$ cat config.mk
export PLATFORM = sky130hd
export DESIGN_NAME = bin_to_bcd_seq
export DESIGN_NICKNAME = d
export VERILOG_FILES = /design/src/rtl/bin_to_bcd_seq_pkg.sv /design/src/rtl/bin_to_bcd_seq_digit_adj.sv /design/src/rtl/bin_to_bcd_seq.sv
export SDC_FILE = /design/constraint.sdc
export NUM_CORES = 1
export LEC_CHECK = 0
export ABC_AREA = 1
export BUFFER_PORTS_ARGS = -buffer_cell sky130_fd_sc_hd__buf_4
export CAP_MARGIN = 40
export CORE_ASPECT_RATIO = 0.7
export CORE_MARGIN = 4
export CORE_UTILIZATION = 50
export CTS_BUF_LIST = sky130_fd_sc_hd__clkbuf_16
export CTS_CLUSTER_DIAMETER = 60
export DETAILED_ROUTE_END_ITERATION = 10
export PLACE_DENSITY = 0.84
export SYNTH_ARGS = -nofsm -noshare
export SYNTH_HDL_FRONTEND = slang
export SYNTH_SLANG_ARGS = --single-unit
$ cat constraint.sdc
create_clock -name clk -period 1.5 [get_ports clk]
set_clock_uncertainty 0.15 [all_clocks]
set_input_delay 0.375 -clock clk [delete_from_list [all_inputs] [get_ports clk]]
set_output_delay 0.375 -clock clk [all_outputs]
set_load 0.03 [all_outputs]
$ cat src/rtl/bin_to_bcd_seq_pkg.sv
// Shared constants and FSM encoding for the sequential binary-to-BCD converter.
// Digit width, default digit count, and the add-3 and saturation digit values.
package bin_to_bcd_seq_pkg;

    localparam int          DIGIT_W       = 4;
    localparam int          DEF_DIGITS    = 4;
    localparam logic [3:0]  DIGIT_SAT     = 4'd9;
    localparam logic [3:0]  DIGIT_ADJ_MIN = 4'd5;
    localparam logic [3:0]  DIGIT_ADJ_ADD = 4'd3;

    typedef enum logic {
        ST_IDLE = 1'b0,
        ST_CONV = 1'b1
    } state_e;

endpackage

$ cat src/rtl/bin_to_bcd_seq_digit_adj.sv
// Double-dabble digit correction: add 3 when the digit is 5 or more; combinational.
// Carries are dropped on purpose, so digits never interact.
module bcd_digit_adj
    import bin_to_bcd_seq_pkg::*;
(
    input  logic [DIGIT_W-1:0] din,
    output logic [DIGIT_W-1:0] dout
);

    always_comb begin
        dout = din;
        if (din >= DIGIT_ADJ_MIN) begin
            dout = din + DIGIT_ADJ_ADD;
        end
    end

endmodule

$ cat src/rtl/bin_to_bcd_seq.sv
// Iterative binary-to-BCD converter; done pulses BIN_W cycles after start is accepted.
// start is taken only in IDLE (ignored, not queued, while busy); the result is held between conversions.
module bin_to_bcd_seq
    import bin_to_bcd_seq_pkg::*;
#(
    parameter int BIN_W  = 14,
    parameter int DIGITS = DEF_DIGITS
) (
    input  logic                    clk,
    input  logic                    rst_n,
    input  logic                    start,
    input  logic [BIN_W-1:0]        bin,
    output logic                    busy,
    output logic                    done,
    output logic [DIGIT_W*DIGITS-1:0] bcd,
    output logic                    overflow
);

    localparam int SCR_W = DIGIT_W * DIGITS;
    localparam int CNT_W = $clog2(BIN_W + 1);

    state_e             state_q, state_d;
    logic [CNT_W-1:0]   count_q, count_d;
    logic [BIN_W-1:0]   shift_q, shift_d;
    logic [SCR_W-1:0]   scr_q, scr_d;
    logic               ovf_scr_q, ovf_scr_d;
    logic [SCR_W-1:0]   bcd_q, bcd_d;
    logic               ovf_q, ovf_d;
    logic               done_q, done_d;

    logic [SCR_W-1:0]   scr_adj;
    logic [SCR_W-1:0]   scr_shl;
    logic               carry_out;
    logic               ovf_final;

    for (genvar g = 0; g < DIGITS; g++) begin : g_adj
        bcd_digit_adj u_adj (
            .din  (scr_q  [g*DIGIT_W +: DIGIT_W]),
            .dout (scr_adj[g*DIGIT_W +: DIGIT_W])
        );
    end

    // A 1 leaving the top digit means the partial value has reached 10^DIGITS.
    assign carry_out = scr_adj[SCR_W-1];
    assign scr_shl   = {scr_adj[SCR_W-2:0], shift_q[BIN_W-1]};
    assign ovf_final = ovf_scr_q | carry_out;

    always_comb begin
        state_d   = state_q;
        count_d   = count_q;
        shift_d   = shift_q;
        scr_d     = scr_q;
        ovf_scr_d = ovf_scr_q;
        bcd_d     = bcd_q;
        ovf_d     = ovf_q;
        done_d    = 1'b0;
        case (state_q)
            ST_IDLE: begin
                if (start) begin
                    shift_d   = bin;
                    scr_d     = '0;
                    ovf_scr_d = 1'b0;
                    count_d   = '0;
                    state_d   = ST_CONV;
                end
            end
            ST_CONV: begin
                scr_d     = scr_shl;
                shift_d   = {shift_q[BIN_W-2:0], 1'b0};
                ovf_scr_d = ovf_final;
                count_d   = count_q + CNT_W'(1);
                if (count_q == CNT_W'(BIN_W - 1)) begin
                    state_d = ST_IDLE;
                    done_d  = 1'b1;
                    ovf_d   = ovf_final;
                    bcd_d   = ovf_final ? {DIGITS{DIGIT_SAT}} : scr_shl;
                end
            end
            default: state_d = ST_IDLE;
        endcase
    end

    always_ff @(posedge clk or negedge rst_n) begin
        if (!rst_n) begin
            state_q   <= ST_IDLE;
            count_q   <= '0;
            shift_q   <= '0;
            scr_q     <= '0;
            ovf_scr_q <= 1'b0;
            bcd_q     <= '0;
            ovf_q     <= 1'b0;
            done_q    <= 1'b0;
        end else begin
            state_q   <= state_d;
            count_q   <= count_d;
            shift_q   <= shift_d;
            scr_q     <= scr_d;
            ovf_scr_q <= ovf_scr_d;
            bcd_q     <= bcd_d;
            ovf_q     <= ovf_d;
            done_q    <= done_d;
        end
    end

    assign busy     = (state_q == ST_CONV);
    assign done     = done_q;
    assign bcd      = bcd_q;
    assign overflow = ovf_q;

endmodule
Yosys cells after proc, flatten, opt, wreduce, memory -nomap -nowiden --
Index checks and enable logic that the tools add are counted.
Storage, ports and cells: bits in registers 54, bits of input ports 17, word-level logic and storage cells 40
Cells by class: $add $sub $neg 5, $lt $le $gt $ge 4, equal/unequal tests 2, muxes and demuxes 18, bitwise logic cells 2, reductions and logical operators 1
Operators by type and width (number):
- $mux W16 | 2
- $pmux W16 S2 | 1
- $pmux W14 S2 | 1
- $mux W4 | 5
- $add A4 B2 Y4 const B | 4
- $ge A4 B3 Y1 const B | 4
- $mux W14 | 1
- $pmux W4 S2 | 1
- $mux W1 | 5
- $add A4 B1 Y4 const B | 1
- $eq A4 B4 Y1 const B | 1
- $pmux W1 S2 | 2
- $ne A2 B2 Y1 const B | 1
- $reduce_and A2 Y1 | 1
- $not A1 Y1 | 1
- $or A1 B1 Y1 | 1

Depth between registers and ports, before layout --
depth in word-level cells 4, gate-level depth with buffers 10

By module --
From an unflattened synthesis, not the netlist that was laid out.
Second synthesis, totals: cell total of the unflattened synthesis 363, area, all modules 2835.2 um2
By module, submodules not included:
- bin_to_bcd_seq | times used 1, cells an instance 271, area an instance 2294.7 um2, seq. area each 1351.3 um2
- bcd_digit_adj | times used 4, cells an instance 23, area an instance 135.1 um2, seq. area each 0.0 um2

Least setup slack after synthesis --
Ideal clock, no wire load.
kind register to register, from register state_q (netlist: busy), to register bcd_q[8] (netlist: bcd[8]), data arrival time 1.328 ns, setup slack -0.095 ns, stages on the path, launching flop included 10, cells stage by stage dfrtp_1 > buf_4 > nand2_2 > clkinv_2 > nand3_4 > inv_4 > buf_8 > nand3_1 > nor2_1 > nor2_1
On the way: word-level cells in the longest chain between the ends 1
RTL lines:
- from (decl) | line bin_to_bcd_seq.sv:22 | state_e state_q, state_d;
- from (signal assigned) | line bin_to_bcd_seq.sv:94 | state_q <= state_d;
- $reduce_and A2 Y1 (no line)
- to (signal assigned) | line bin_to_bcd_seq.sv:90 | bcd_q <= '0;
- to (signal assigned) | line bin_to_bcd_seq.sv:99 | bcd_q <= bcd_d;
- to (decl) | line bin_to_bcd_seq.sv:27 | logic [SCR_W-1:0] bcd_q, bcd_d;
Every way passes these cells. A chain may end at the register's enable or synchronous reset.

Worst setup path after layout --
from register scr_q[13], to register bcd_q[12] (netlist: bcd[12])
On the way: word-level cells in the longest chain between the ends 4
RTL lines:
- from (decl) | line bin_to_bcd_seq.sv:25 | logic [SCR_W-1:0] scr_q, scr_d;
- from (signal assigned) | line bin_to_bcd_seq.sv:97 | scr_q <= scr_d;
- $add A4 B2 Y4 or $ge A4 B3 Y1 (tied branches) | line bin_to_bcd_seq_digit_adj.sv:13, bin_to_bcd_seq_digit_adj.sv:12
- $mux W4 * | line bin_to_bcd_seq_digit_adj.sv:12 | if (din >= DIGIT_ADJ_MIN) begin
- $or A1 B1 Y1 * | line bin_to_bcd_seq.sv:46 | assign ovf_final = ovf_scr_q | carry_out;
- $mux W16 * | line bin_to_bcd_seq.sv:76 | bcd_d = ovf_final ? {DIGITS{DIGIT_SAT}} : scr_shl;
Mark *: on every way between the ends. The rest lies on a longest branch, timed or not.

==> results.tsv <==
metric	value	unit
status	finished with violations	
failing checks	negative setup slack	
max frequency	642	MHz
crit path buf inv count	3	
DP HPWL	4310	µm
Syn Std Cell Area	2650	µm²
slew margin rel.	80.1	%
Layout area overhead	41.2	%
final setup TNS	-0.220	ns
first-pass GRT wire length	11500	µm
Clock Sinks	54	
initial antenna violation count	0	
VDD IR max	0.882	mV
top cell type's share of synthesized area	51.0	%
placer's final routability congestion estimate	0.837	
Syn Nets	331	
clock-pin slew on the worst setup and hold paths	0.07	ns
Worst path top cell family by delay	simple AND/OR/NAND/NOR gates	
GRT met2 Usage	39.7	%
met3 Resource Use GR	4.01	%
synth warn	0	
Critical-path top delay cell	dfrtp_1	
share of layout cells above drive strength 1	40.7	%
final slew viol count	0	
leakage	1.80	nW
Filler cells	317	
Critical Path RT	1.53	ns
Worst-Margin Slew	0.295	ns
gr usage total	23.1	%
htree depth	2	
clock root cell	clkbuf_16	
Tot Pwr	0.00940	W
drt drc	0	
via count	2618	
crit-path max FO	6	
grt met1 use	28.8	%
DR iter-0 viols	244	
# port buffers	35	
register area share after synthesis	51.0	%
CP cell instances	inv_2 > ha_4 > inv_2 > nand2_2 > nand2_2 > nand3_2 > nand2_4 > buf_6 > nor2_4 > nor2_2	
Clk Latency, worst-skew pair	0.30	ns
area of the multi-input gates	1350	µm²
Final Hold Fails	0	
Chip Width	95.0	µm
global route overflow	0	
fin crit period	1.56	ns
hold path cells	3	
largest net degree at the start of global routing	35	
drt wl/cell	18.4	µm
Pre-Repair DR Iteration Count	5	
critical path data arrival time	1.59	ns
Net count, final	404	
final wirelength	8230	µm
HP Class	input pin to flip-flop	
CP peak stage delay	0.39	ns
Die H	68.9	µm
Post-DRT Antenna Nets	0	
Worst Reg-to-Reg Cells	10	
Hold Slack	0.115	ns
Area contributors post-synth	dfrtp_1, nand2_1, nand3_1, ha_1, inv_1	
crit path launch type	flip-flop	
synthesized flop and latch total	54	
RSZ-0062 raised after global routing	true	
vias in the first global route	2452	
synthesized area per cell	8.71	µm²
die area	6540	µm²
largest area contributor in the netlist	dfrtp_1	
Cells after Synth	304	
crit path kind	flip-flop to flip-flop	
Num CTS Buffers	5	
CP Capture Type	flip-flop	
core region area	4940	µm²
Vias/cell	5.86	
Rows	21	
worst setup margin	-0.0570	ns
CTS Buffer Depth	2	
busiest grt layer	met2	
storage element area	1350	µm²
Tcrit/Tclk final	104	%
antenna cell count	0	
Critical Path Stages	10	
max_cap viols	0	
Netlist cell types	27	
pwr dens	2510	nW/µm²
initial core utilization	53.6	%
CTS tree	yes	
io pins	36	
Final setup violation count	9	
==> state kept, by name, indices dropped and copies added (netlist names) <==
name	count
bcd	16
busy	1
count_q	4
done	1
overflow	1
ovf_scr_q	1
scr_q	16
shift_q	14
==> final timing paths <==
path	startpoint	end	slack (ns)
worst min-delay path	bin[0]	shift_q[0]	0.12
worst min register to register	shift_q[0]	shift_q[0]	0.34
min in group asynchronous	rst_n	bcd[15]	0.28
worst max register to register	scr_q[13]	bcd[12]	-0.06
worst max-delay path	scr_q[13]	bcd[12]	-0.06
max in group asynchronous	rst_n	bcd[12]	0.50
==> logic make-up (layout without fill, tap and decap cells) <==
| group | Yosys count | count (layout) | synth area share, % |
|---|---|---|---|
| adders and majority gates | 10 | 10 | 4.73 |
| DFF | 54 | 54 | 51.0 |
| AOI/OAI and AO/OA | 54 | 54 | 12.1 |
| buffers and inverters | 46 | 120 | 7.66 |
| and+or+nand+nor | 140 | 140 | 24.5 |
==> metrics by stage <==
stage | worst slack (ns) | util (%) | cell area [µm²] | std cells
5_1_grt | -0.0892 | 75.7 | 3740 | 447
6_report | -0.0570 | 75.7 | 3740 | 447
3_5_place_dp | -0.0727 | 62.9 | 3110 | 417
4_1_cts | -0.00750 | 69.4 | 3430 | 433
3_3_place_gp | -0.00749 | 62.9 | 3110 | 417
2_1_floorplan | -0.00123 | - | 2650 | 304
==> cell usage in the layout (no fill, tap or decap) <==
| master | count |
|---|---|
| o21ai_0 | 17 |
| clkinv_2 | 2 |
| bufinv_16 | 1 |
| nand2_1 | 58 |
| nand3_4 | 3 |
| o221ai_1 | 4 |
| ha_4 | 4 |
| a21boi_2 | 1 |
| dlygate4sd3_1 | 1 |
| dfrtp_2 | 1 |
| inv_6 | 1 |
| clkinvlp_4 | 3 |
| buf_12 | 3 |
| clkbuf_16 | 5 |
| buf_6 | 5 |
| dfrtp_1 | 53 |
| a22oi_1 | 7 |
| a21oi_2 | 2 |
| ha_2 | 1 |
| o21ai_1 | 13 |
| o22ai_1 | 2 |
| buf_4 | 66 |
| nand3_2 | 16 |
| nand3_1 | 18 |
| inv_2 | 11 |
| nor2_2 | 1 |
| nand4_1 | 8 |
| inv_1 | 21 |
| nor2_4 | 3 |
| clkinv_8 | 1 |
| o21ai_2 | 3 |
| nand2_4 | 6 |
| a31oi_1 | 1 |
| ha_1 | 5 |
| nor2_1 | 13 |
| o211ai_1 | 3 |
| nand2_2 | 14 |
| a21boi_4 | 1 |
==> cells in the mapped netlist (all sizes together) <==
library cell	number
o21ai	33
nand3	37
dfrtp	54
nor2	17
ha	10
o211ai	3
o221ai	4
a21boi	2
clkbuf	5
buf	6
nand4	8
o22ai	2
a31oi	1
nand2	78
clkinv	1
a21oi	2
inv	34
a22oi	7
==> layer usage <==
layer,part of all wire (%),vias to the layer above
met3,7.7,30
li1,-,1160
met4,2.6,0
met5,0,-
met2,51,151
met1,39,1277
==> final cells by class <==
type	count	share of cell area, %
Sequential cell	54	36.2
Multi-Input combinational cell	204	36.0
Timing Repair Buffer	75	16.6
Inverter	35	3.98
Clock buffer	5	3.35
Tap cell	69	2.31
Clock inverter	3	1.17
Timing Repair inverter	2	0.402
==> timing repair <==
action,CTS,global route
hold buffers,1,0
resized for setup,34,56
buffers inserted,5,14
pin swaps,9,17
gates cloned,2,0
endpoints found under the hold margin,54,0
endpoints found under the setup margin,37,33
==> worst register-to-register path: cells and delay by family (launching register included) <==
family	cells	cell delay, ns
simple gates	6	0.43
fa+ha+maj	1	0.15
flops	1	0.39
buf+inv	3	0.30
==> where the power goes <==
part	leakage (nW)	switching [W]	internal, W
logic	1.05	0.00329	0.00214
clock network	0.0842	0.000557	0.000792
registers	0.666	0.000509	0.00211
total	1.80	0.00436	0.00504
(Power assumes the default switching activity.)
